$ cat config.mk
export PLATFORM = sky130hd
export DESIGN_NAME = cpu_obi_arbiter
export DESIGN_NICKNAME = d
export VERILOG_FILES = /design/src/rtl/cpu_obi_arbiter.sv
export SDC_FILE = /design/constraint.sdc
export NUM_CORES = 1
export LEC_CHECK = 0
export CAP_MARGIN = 5
export CORE_AREA = 3 3 123 125
export CTS_CLUSTER_SIZE = 8
export DETAILED_ROUTE_END_ITERATION = 10
export DIE_AREA = 0 0 126 128
export SETUP_SLACK_MARGIN = 0.1
export SYNTH_ARGS = -nofsm -noshare
export SYNTH_HDL_FRONTEND = slang
export SYNTH_SLANG_ARGS = --single-unit
$ cat constraint.sdc
create_clock -name clk_i -period 2.9 [get_ports clk_i]
set_clock_uncertainty 0.15 [all_clocks]
set_input_delay 0.29 -clock clk_i [delete_from_list [all_inputs] [get_ports clk_i]]
set_output_delay 0.29 -clock clk_i [all_outputs]
set_load 0.02 [all_outputs]
$ cat src/rtl/cpu_obi_arbiter.sv
// Two-requester OBI arbiter (instruction = ID 0, data = ID 1) sharing one downstream port.
// An in-order ID FIFO tracks granted transactions and routes each rvalid back to its owner.
// Each OBI struct is carried as a packed vector:
//   request  [69:0] = {req, we, be[3:0], addr[31:0], wdata[31:0]}
//   response [33:0] = {gnt, rvalid, rdata[31:0]}
module cpu_obi_arbiter #(
    parameter int MAX_OUTSTANDING = 2
) (
    input  logic        clk_i,
    input  logic        rst_i,
    input  logic [69:0] core_instr_req_i,
    output logic [33:0] core_instr_resp_o,
    input  logic [69:0] core_data_req_i,
    output logic [33:0] core_data_resp_o,
    output logic [69:0] mem_req_o,
    input  logic [33:0] mem_resp_i,
    output logic [2:0]  outstanding_o,
    output logic        err_o
);

    typedef enum logic {
        IDLE     = 1'b0,
        WAIT_GNT = 1'b1
    } state_t;

    state_t      r_state;
    state_t      w_state_nxt;
    logic        r_wait_id;
    logic        r_prio;
    logic [1:0]  r_wptr;
    logic [1:0]  r_rptr;
    logic [2:0]  r_count;
    logic        r_fifo [0:3];

    logic        w_instr_act;
    logic        w_data_act;
    logic        w_full;
    logic        w_empty;
    logic        w_sel_valid;
    logic        w_sel_id;
    logic        w_req;
    logic        w_gnt_in;
    logic        w_rvalid_in;
    logic        w_push;
    logic        w_pop;
    logic        w_head;

    function automatic logic [1:0] ptr_inc(input logic [1:0] p);
        if (p == 2'(MAX_OUTSTANDING - 1)) begin
            return 2'd0;
        end else begin
            return p + 2'd1;
        end
    endfunction

    assign w_instr_act = core_instr_req_i[69];
    assign w_data_act  = core_data_req_i[69];
    assign w_gnt_in    = mem_resp_i[33];
    assign w_rvalid_in = mem_resp_i[32];
    assign w_full      = (r_count == 3'(MAX_OUTSTANDING));
    assign w_empty     = (r_count == 3'd0);
    assign w_head      = r_fifo[r_rptr];

    // Requester selection: fresh arbitration in IDLE, locked to the latched ID in WAIT_GNT.
    always_comb begin
        w_sel_valid = 1'b0;
        w_sel_id    = 1'b0;
        case (r_state)
            IDLE: begin
                if (w_full) begin
                    w_sel_valid = 1'b0;
                    w_sel_id    = 1'b0;
                end else if (w_instr_act && w_data_act) begin
                    w_sel_valid = 1'b1;
                    w_sel_id    = r_prio;
                end else if (w_data_act) begin
                    w_sel_valid = 1'b1;
                    w_sel_id    = 1'b1;
                end else if (w_instr_act) begin
                    w_sel_valid = 1'b1;
                    w_sel_id    = 1'b0;
                end else begin
                    w_sel_valid = 1'b0;
                    w_sel_id    = 1'b0;
                end
            end
            WAIT_GNT: begin
                // Gated by the owner's own req so a grant can never reach an idle requester.
                w_sel_valid = r_wait_id ? w_data_act : w_instr_act;
                w_sel_id    = r_wait_id;
            end
            default: begin
                w_sel_valid = 1'b0;
                w_sel_id    = 1'b0;
            end
        endcase
    end

    assign w_req  = w_sel_valid & ~rst_i;
    assign w_push = w_req & w_gnt_in;
    assign w_pop  = w_rvalid_in & ~w_empty & ~rst_i;

    // Next-state logic.
    always_comb begin
        w_state_nxt = r_state;
        case (r_state)
            IDLE: begin
                if (w_req && !w_gnt_in) begin
                    w_state_nxt = WAIT_GNT;
                end else begin
                    w_state_nxt = IDLE;
                end
            end
            WAIT_GNT: begin
                if (!w_req || w_gnt_in) begin
                    w_state_nxt = IDLE;
                end else begin
                    w_state_nxt = WAIT_GNT;
                end
            end
            default: begin
                w_state_nxt = IDLE;
            end
        endcase
    end

    // Downstream request mux.
    always_comb begin
        mem_req_o = 70'd0;
        if (w_req) begin
            mem_req_o = w_sel_id ? core_data_req_i : core_instr_req_i;
        end else begin
            mem_req_o = 70'd0;
        end
    end

    assign core_instr_resp_o = {w_push & ~w_sel_id, w_pop & ~w_head, mem_resp_i[31:0]};
    assign core_data_resp_o  = {w_push &  w_sel_id, w_pop &  w_head, mem_resp_i[31:0]};
    assign err_o             = w_rvalid_in & w_empty & ~rst_i;
    assign outstanding_o     = rst_i ? 3'd0 : r_count;

    // Control state: FSM, latched ID, priority pointer, FIFO pointers and count.
    always_ff @(posedge clk_i) begin
        if (rst_i) begin
            r_state   <= IDLE;
            r_wait_id <= 1'b0;
            r_prio    <= 1'b1;
            r_wptr    <= 2'd0;
            r_rptr    <= 2'd0;
            r_count   <= 3'd0;
        end else begin
            r_state <= w_state_nxt;
            if (r_state == IDLE && w_state_nxt == WAIT_GNT) begin
                r_wait_id <= w_sel_id;
            end
            if (w_push) begin
                r_wptr <= ptr_inc(r_wptr);
                r_prio <= ~w_sel_id;
            end
            if (w_pop) begin
                r_rptr <= ptr_inc(r_rptr);
            end
            case ({w_push, w_pop})
                2'b10:   r_count <= r_count + 3'd1;
                2'b01:   r_count <= r_count - 3'd1;
                default: r_count <= r_count;
            endcase
        end
    end

    // ID storage; validity is tracked by the pointers and count, so no reset is needed.
    always_ff @(posedge clk_i) begin
        if (w_push) begin
            r_fifo[r_wptr] <= w_sel_id;
        end
    end

endmodule

==> results.cfg <==
[power_and_ir_drop]
p_int_mw = 0.821
comb_power_share_pct = 60.5
leakagePower_nw = 1.97
pwr-share-clk_pct = 20.2
p_per_area_nw_per_um2 = 299
vdd_drop_max_mv = 0.161
p_seq_share_pct = 19.3
p_total_mw = 1.30
power.switching_mw = 0.476
swShare_pct = 36.7

[synth]
yosysWarnings = 0
synth_nets = 545
synthTopCellsByArea = nand2_1 24%, buf_4 22%, a21oi_1 16%
avgSynthCellArea_um2 = 6.03
yosysTopAreaCell = nand2_1
synthCells = 367
synth_top_area_share_pct = 23.6
syn_area_um2 = 2210
synth-seq-cells = 16
synth_cell_types = 34
ys_seq_area_share_pct = 16.3

[cts]
cts_max_level = 1
cts.sinks = 16
cts_setup_buffers = 0
cts_tree = yes
clk_path_buf_depth = 2
clockRootBuffer = clkbuf_16
insertion_delay_ns = 0.24
cts_made_buffers = 3
clkTransAtPathRegs_ns = 0.05
cts_hold_buf = 0
cts_resized = 70

[grt]
grt_max_degree = 48
grt_pass1_vias = 2975
grt_overflow = 0
grt_usage_pct = 10.8
antenna_found_initial = 0
grt_pass1_wl_um = 14500

[place]
dp.final_hpwl_um = 8370
place.gp.congestion = 0.813
io_buffers = 221

[sta]
rsz0062_at_grt = true
hold_slack_ns = 0.289
slew-limit-headroom_pct = 71.9
finalCritPeriodShare_pct = 93.1
slew_viol_final = 0
fmax_ghz = 0.370
tightestPinTransition_ns = 0.423
hold_viol_final = 0
finalSetupViolCount = 0
period_needed_ns = 2.70

[worst_setup_path]
regToRegSetupSlack_ns = 0.34
endpoint_kind = output port
cpPeakStageDelay_ns = 0.50
worstPathRequired_ns = 2.46
path_buf_inv = 4
cp_slowest_cell = clkdlybuf4s50_1
path_class = in2out
critical_path.max_fanout = 33
cp_cell_sequence = clkdlybuf4s50_1, nor2b_2, a32oi_4, buf_4, buf_12, nand2_1, a21oi_1, buf_12
crit_family = buffers and inverters
crit_top_cell = buf_12
critPathArrivalTime_ns = 2.26
worst_setup_path_start_kind = primary input

[final_layout]
fin_nets = 705
fin_util_pct = 31.0
diodes = 0
nFillCells = 1535
drive_above_1_share_pct = 7.22
syn2layout_area_growth_pct = 96.0

[drt]
ant_nets = 0
drt-initial-drc-count = 100
dr.pass1.iters = 4
wire_per_inst_um = 14.0
drc = 0
via_per_inst = 4.18
routed_wl_um = 9890
vias = 2951

[floorplan]
die_x_um = 126
io_pins = 318
die_area_um2 = 16100
die_h_um = 128
start_util_pct = 15.8
placementRows = 43
core_area_um2 = 14000

[hold_path]
hold_path.class = reg2reg

[flow_run]
maxCapViolCount = 0

[outcome]
status = completed
-- kinds of logic (layout without fill, tap and decap cells) --
group	after synthesis	after routing	share of synthesized area (%)
AND/OR/NAND/NOR	170	170	31.5
buffers and inverters	94	253	27.7
AO/OA/AOI/OAI	78	78	19.6
flip-flops	16	16	16.3
XOR/XNOR	4	4	1.58
multiplexers	3	3	1.92
adder cells (fa/ha/maj)	2	2	1.47
-- stage by stage --
step	setup TNS (ns)	setup slack, ns	instance area, um2	std cells
2_1_floorplan	0	0.354	2210	367
3_3_place_gp	-0.00981	-0.00573	4330	702
3_5_place_dp	-1.14	-0.0606	4330	702
4_1_cts	0	0.142	4330	706
5_1_grt	0	0.0955	4340	706
6_report	0	0.201	4340	706
-- synth_stat cells, drive strengths merged --
cell and n:
nand2 139, buf 81, a21oi 72, dfxtp 12, nor2 12, inv 7
clkbuf 6, edfxtp 4, nor3 4, nand2b 3, a211o 2, and2 2
mux2i 2, nor2b 2, nor4b 2, xnor2 2, xor2 2, a2111oi 1
a32oi 1, and3 1, and3b 1, fa 1, ha 1, mux4 1
nor3b 1, nor4 1, o21ai 1, o21bai 1, or3 1, or3b 1
-- final timing paths --
check	endpoint	start	depth (start not counted)
worst min register to register	r_rptr[1]	r_rptr[1]	2
worst min-delay path	r_rptr[1]	r_rptr[1]	2
worst max-delay path	mem_req_o[57]	core_data_req_i[69]	8
worst max register to register	r_count[2]	r_count[0]	11
-- power groups by stage --
| stage | logic, mW | clock network (mW) | registers, mW |
|---|---|---|---|
| after floorplan | 0.485 | 0 | 0.255 |
| after global placement | 0.837 | 0 | 0.253 |
| after detailed placement | 0.847 | 0 | 0.254 |
| after CTS | 0.796 | 0.270 | 0.250 |
| after global routing | 0.846 | 0.281 | 0.252 |
| final | 0.784 | 0.263 | 0.250 |
-- cell type report --
type / count / area [um2] / area share (%)
clock inverters: 1 / 3.75 / 0.0865
inverters: 7 / 26.3 / 0.605
repair buffers: 242 / 2380 / 54.9
well taps: 180 / 225 / 5.19
clock buffers: 3 / 75.1 / 1.73
flip-flops and latches: 16 / 362 / 8.33
multi-input cells: 257 / 1270 / 29.2
-- placed cells by master (no fill, tap or decap), drive strengths merged, types with 3 or more instances in the layout --
| master | instances |
|---|---|
| dlygate4sd2 | 68 |
| nand2 | 139 |
| inv | 7 |
| buf | 24 |
| nor3 | 4 |
| clkbuf | 3 |
| a21oi | 72 |
| dfxtp | 12 |
| edfxtp | 4 |
| nor2 | 12 |
| clkdlybuf4s50 | 149 |
| nand2b | 3 |
-- worst min-delay path: stages (launching register included) --
cell and delay, ns:
dfxtp_1 0.29, nand2b_1 0.05, a21oi_1 0.05
-- layer usage --
layer  vias to the layer above  global-route usage [%]  routed length (um)
li1                       1435                       -                   -
met1                      1317                    11.4                3540
met2                       185                    20.8                5120
met3                        14                    4.46                1160
met4                         0                    1.39                  73
met5                         -                       0                   0
(Power assumes the default switching activity.)
